## config.mk

```make
export PLATFORM = sky130hd
export DESIGN_NAME = vga_timing_gen
export DESIGN_NICKNAME = d
export VERILOG_FILES = /design/src/rtl/vga_timing_gen.sv
export SDC_FILE = /design/constraint.sdc
export NUM_CORES = 1
export LEC_CHECK = 0
export CORE_MARGIN = 2
export CORE_UTILIZATION = 53
export DETAILED_ROUTE_END_ITERATION = 7
export PLACE_DENSITY = 0.9
export SLEW_MARGIN = 10
export SYNTH_ARGS = -nofsm -noshare
export SYNTH_HDL_FRONTEND = slang
export SYNTH_SLANG_ARGS = --single-unit
export TNS_END_PERCENT = 1
```

## constraint.sdc

```tcl
create_clock -name Clk -period 2.85 [get_ports Clk]
set_input_delay 0.7125 -clock Clk [delete_from_list [all_inputs] [get_ports Clk]]
set_output_delay 0.7125 -clock Clk [all_outputs]
set_load 0.005 [all_outputs]
```

## src/rtl/vga_timing_gen.sv

```systemverilog
// vga_timing_gen: 640x480@60 raster counters with registered syncs, video enable and frame/vblank strobes.
// Every registered output is derived from the next-state counters, so it matches the DrawX/DrawY shown alongside it.
module vga_timing_gen #(
    parameter int H_VISIBLE = 640,
    parameter int H_FRONT   = 16,
    parameter int H_SYNC    = 96,
    parameter int H_BACK    = 48,
    parameter int V_VISIBLE = 480,
    parameter int V_FRONT   = 10,
    parameter int V_SYNC    = 2,
    parameter int V_BACK    = 33
) (
    input  logic       Clk,
    input  logic       reset_n,
    input  logic       pix_en,
    output logic [9:0] DrawX,
    output logic [9:0] DrawY,
    output logic       hs,
    output logic       vs,
    output logic       vde,
    output logic       frame_start,
    output logic       vblank_start,
    output logic [7:0] frame_count
);
    localparam int H_TOTAL = H_VISIBLE + H_FRONT + H_SYNC + H_BACK;
    localparam int V_TOTAL = V_VISIBLE + V_FRONT + V_SYNC + V_BACK;
    localparam logic [9:0] H_LAST   = 10'(H_TOTAL - 1);
    localparam logic [9:0] V_LAST   = 10'(V_TOTAL - 1);
    localparam logic [9:0] H_VIS    = 10'(H_VISIBLE);
    localparam logic [9:0] V_VIS    = 10'(V_VISIBLE);
    localparam logic [9:0] HS_BEG   = 10'(H_VISIBLE + H_FRONT);
    localparam logic [9:0] HS_END   = 10'(H_VISIBLE + H_FRONT + H_SYNC);
    localparam logic [9:0] VS_BEG   = 10'(V_VISIBLE + V_FRONT);
    localparam logic [9:0] VS_END   = 10'(V_VISIBLE + V_FRONT + V_SYNC);

    logic [9:0] r_hc, r_vc, w_hc_nxt, w_vc_nxt;
    logic [7:0] r_fc;
    logic       r_hs, r_vs, r_vde, r_fs, r_vb;
    logic       w_h_end, w_v_end, w_wrap, w_vb_hit;

    assign w_h_end  = r_hc == H_LAST;
    assign w_v_end  = r_vc == V_LAST;
    assign w_wrap   = w_h_end && w_v_end;
    assign w_hc_nxt = w_h_end ? 10'd0 : r_hc + 10'd1;
    assign w_vc_nxt = w_h_end ? (w_v_end ? 10'd0 : r_vc + 10'd1) : r_vc;
    assign w_vb_hit = w_h_end && w_vc_nxt == V_VIS;

    always_ff @(posedge Clk or negedge reset_n) begin
        if (!reset_n) begin
            r_hc  <= '0;
            r_vc  <= '0;
            r_hs  <= 1'b1;
            r_vs  <= 1'b1;
            r_vde <= 1'b0;
            r_fs  <= 1'b0;
            r_vb  <= 1'b0;
            r_fc  <= '0;
        end else begin
            // strobes are qualified by pix_en so a stalled raster never repeats them
            r_fs <= pix_en && w_wrap;
            r_vb <= pix_en && w_vb_hit;
            if (pix_en) begin
                r_hc  <= w_hc_nxt;
                r_vc  <= w_vc_nxt;
                r_hs  <= !(w_hc_nxt >= HS_BEG && w_hc_nxt < HS_END);
                r_vs  <= !(w_vc_nxt >= VS_BEG && w_vc_nxt < VS_END);
                r_vde <= w_hc_nxt < H_VIS && w_vc_nxt < V_VIS;
                if (w_wrap) r_fc <= r_fc + 8'd1;
            end
        end
    end

    assign DrawX        = r_hc;
    assign DrawY        = r_vc;
    assign hs           = r_hs;
    assign vs           = r_vs;
    assign vde          = r_vde;
    assign frame_start  = r_fs;
    assign vblank_start = r_vb;
    assign frame_count  = r_fc;
endmodule

```

==> impl_metrics.tcl <==
set metrics [dict create \
    layout_common_cells "clkdlybuf4s50_1, dfrtp_1, nand2_1" \
    finalNonFillerCells 311 \
    wirelength_um 4850 \
    dp_cells 303 \
    critPathLaunchType "flip-flop" \
    hp-class "flip-flop to flip-flop" \
    syn2layout_area_growth_pct 25.9 \
    required_ps 3070 \
    async_reset_ff_share_pct 100 \
    fin_util_pct 69.7 \
    grt_pass1_wl_um 8320 \
    p_leak_nw 1.03 \
    tightest_slew_ps 649 \
    rsz0062_at_grt "no" \
    htreeDepth 2 \
    cts_sinks 33 \
    ys.flop_type "dfrtp_1" \
    fin_nets 270 \
    ys_seq_area_share_pct 40.5 \
    grt.overflow.total 0 \
    irDropWorstVdd_mv 0.417 \
    reg2reg_slack_ps 270 \
    cap_violations 0 \
    cts_hold_buf 0 \
    cts-root-buf "clkbuf_8" \
    start_util_pct 55.4 \
    r2r_end "vs" \
    timing.hold.ws_ps 482 \
    synth_edf_count 0 \
    drive_gt1_share_pct 12.2 \
    synth_nets 232 \
    fp.dieW_um 66.1 \
    rows 22 \
    power_density_mw_per_mm2 517 \
    startpoint "DrawY[6]" \
    path_cells "or4b_2 > nor4_1 > mux2_2 > a2111o_1 > o41a_1" \
    cp_slowest_stage_delay_ps 620 \
    cts_made_buffers 5 \
    crit_type "flip-flop to flip-flop" \
    fmax_ghz 0.388 \
    antenna_found_initial 0 \
    critPathMaxFanout 7 \
    netlist-cell-type-count 52 \
    syn_area_mm2 0.00204 \
    track_usage_pct 25.2 \
    slew_violations 0 \
    end_kind "flip-flop" \
    num_antenna_cells 0 \
    hold_viol 0 \
    rr_worst_depth 5 \
    port_buffers 35 \
    clock_path_buffers 2 \
    core_mm2 0.00369 \
    cts-resized-gates 0 \
    grt_max_degree 34 \
    clock_skew_ps 7.60 \
    cp-endpoint "vs" \
    dp_hpwl_um 3440 \
    finalSetupTns_ps 0 \
    viasPerCell 6.05 \
    initialDrtViolationCount 272 \
    r2r_start "DrawY[6]" \
    final.min_clock_period_ps 2580 \
    grt_pass1_vias 1759 \
    final_common_cell "clkdlybuf4s50_1" \
    syn_inst 224 \
    drc 0 \
    vias 1880 \
    clock_latency_ps 300 \
    num_io_pins 36 \
    ys_ff_latch 33 \
    setup_viol 0 \
    antenna_left 0 \
    tritoncts "built" \
    crit_slowest_cell "or4b_2" \
    period_share_pct 90.4 \
    status "finished, final reports clean" \
    cts.clk_slew.worst_paths_ps 70 \
    die-area_mm2 0.00437 \
    crit_arrival_ps 2800 \
    relSlewSlack_pct 56.4 \
    drt_first_pass_iters 4 \
    cts_setup_buffers 0 \
    die_y_um 66.1 \
    wl_per_cell_um 15.6 \
    syn_area_per_cell_um2 9.12 \
    p_total_mw 1.33 \
    yosys_warnings 0 \
    gp_congestion 0.957 \
]
## cell families after synthesis
logic type | Yosys count | share of synthesized area, %
compound gates | 38 | 12.7
xor+xnor | 18 | 7.72
fa+ha+maj | 5 | 3.06
buf+inv | 22 | 4.29
flops | 33 | 40.5
mux | 6 | 3.18
simple gates | 102 | 28.5
## per-layer routing
layer | GRT usage (%) | routed length (µm) | vias up
met5 | 0 | 0 | -
met1 | 33.2 | 2090 | 879
met3 | 5.96 | 354 | 13
met4 | 7.91 | 90 | 0
met2 | 41.0 | 2310 | 92
li1 | - | - | 896
## layout make-up
type	instances	area (µm²)
Timing Repair Buffer	45	425
Tap cell	48	60.1
Inverter	8	30.0
Clock buffer	7	96.3
Fill cell	284	1120
Multi-Input combinational cell	169	1130
Sequential cell	33	828
Clock inverter	1	5.00
## metrics by stage
step | area (µm²) | setup slack (ps)
5_1_grt | 2570 | 33.2
2_1_floorplan | 2040 | 230
6_report | 2570 | 274
3_5_place_dp | 2470 | 294
3_3_place_gp | 2470 | 322
4_1_cts | 2570 | 293
## critical path, delay by kind of cell (launching register included)
kind / cells / cell delay [ps]
multiplexers: 1 / 380
flip-flops: 1 / 480
AND/OR/NAND/NOR: 2 / 830
AO/OA/AOI/OAI: 2 / 820
## flip-flops by register name, indices dropped and copies added, names as in the netlist
register      cells
DrawX            10
vde               1
vs                1
DrawY            10
frame_start       1
vblank_start      1
hs                1
frame_count       8
## worst min-delay path by stage
stage | start | endpoint | depth (start not counted) | slack, ps
floorplan | reset_n | DrawX[0] | 0 | 420
CTS | frame_count[7] | frame_count[7] | 1 | 490
global route | frame_count[7] | frame_count[7] | 1 | 530
finish | frame_count[7] | frame_count[7] | 1 | 480
detailed placement | frame_count[7] | frame_count[7] | 1 | 470
global placement | frame_count[7] | frame_count[7] | 1 | 460
## synth_stat cells, types with 2 or more instances
cell | count | area, µm²
buf_2 | 4 | 20.0
and4_1 | 3 | 26.3
or2_2 | 2 | 12.5
xor2_1 | 6 | 52.6
nand4_1 | 16 | 100
nor4_1 | 4 | 25.0
o2bb2ai_1 | 2 | 17.5
inv_1 | 7 | 26.3
o31ai_1 | 2 | 15.0
mux2i_1 | 2 | 20.0
and3_1 | 7 | 43.8
nor3_1 | 7 | 35.0
o22ai_1 | 2 | 12.5
a21oi_1 | 8 | 40.0
xnor2_1 | 12 | 105
ha_1 | 5 | 62.6
a21o_1 | 3 | 22.5
nand2b_1 | 6 | 37.5
nand2_1 | 23 | 86.3
or3_1 | 3 | 18.8
nor2_1 | 9 | 33.8
nand3_1 | 11 | 55.1
dfrtp_1 | 31 | 776
dfstp_2 | 2 | 52.6
mux2_2 | 4 | 45.0
clkbuf_1 | 10 | 37.5
o21ai_0 | 8 | 40.0
## power by group
part	switching, mW	internal, mW	total (mW)
Combinational	0.178	0.183	0.361
Clock	0.173	0.218	0.391
Sequential	0.0643	0.513	0.577
Power figures use the tool's default switching activity.
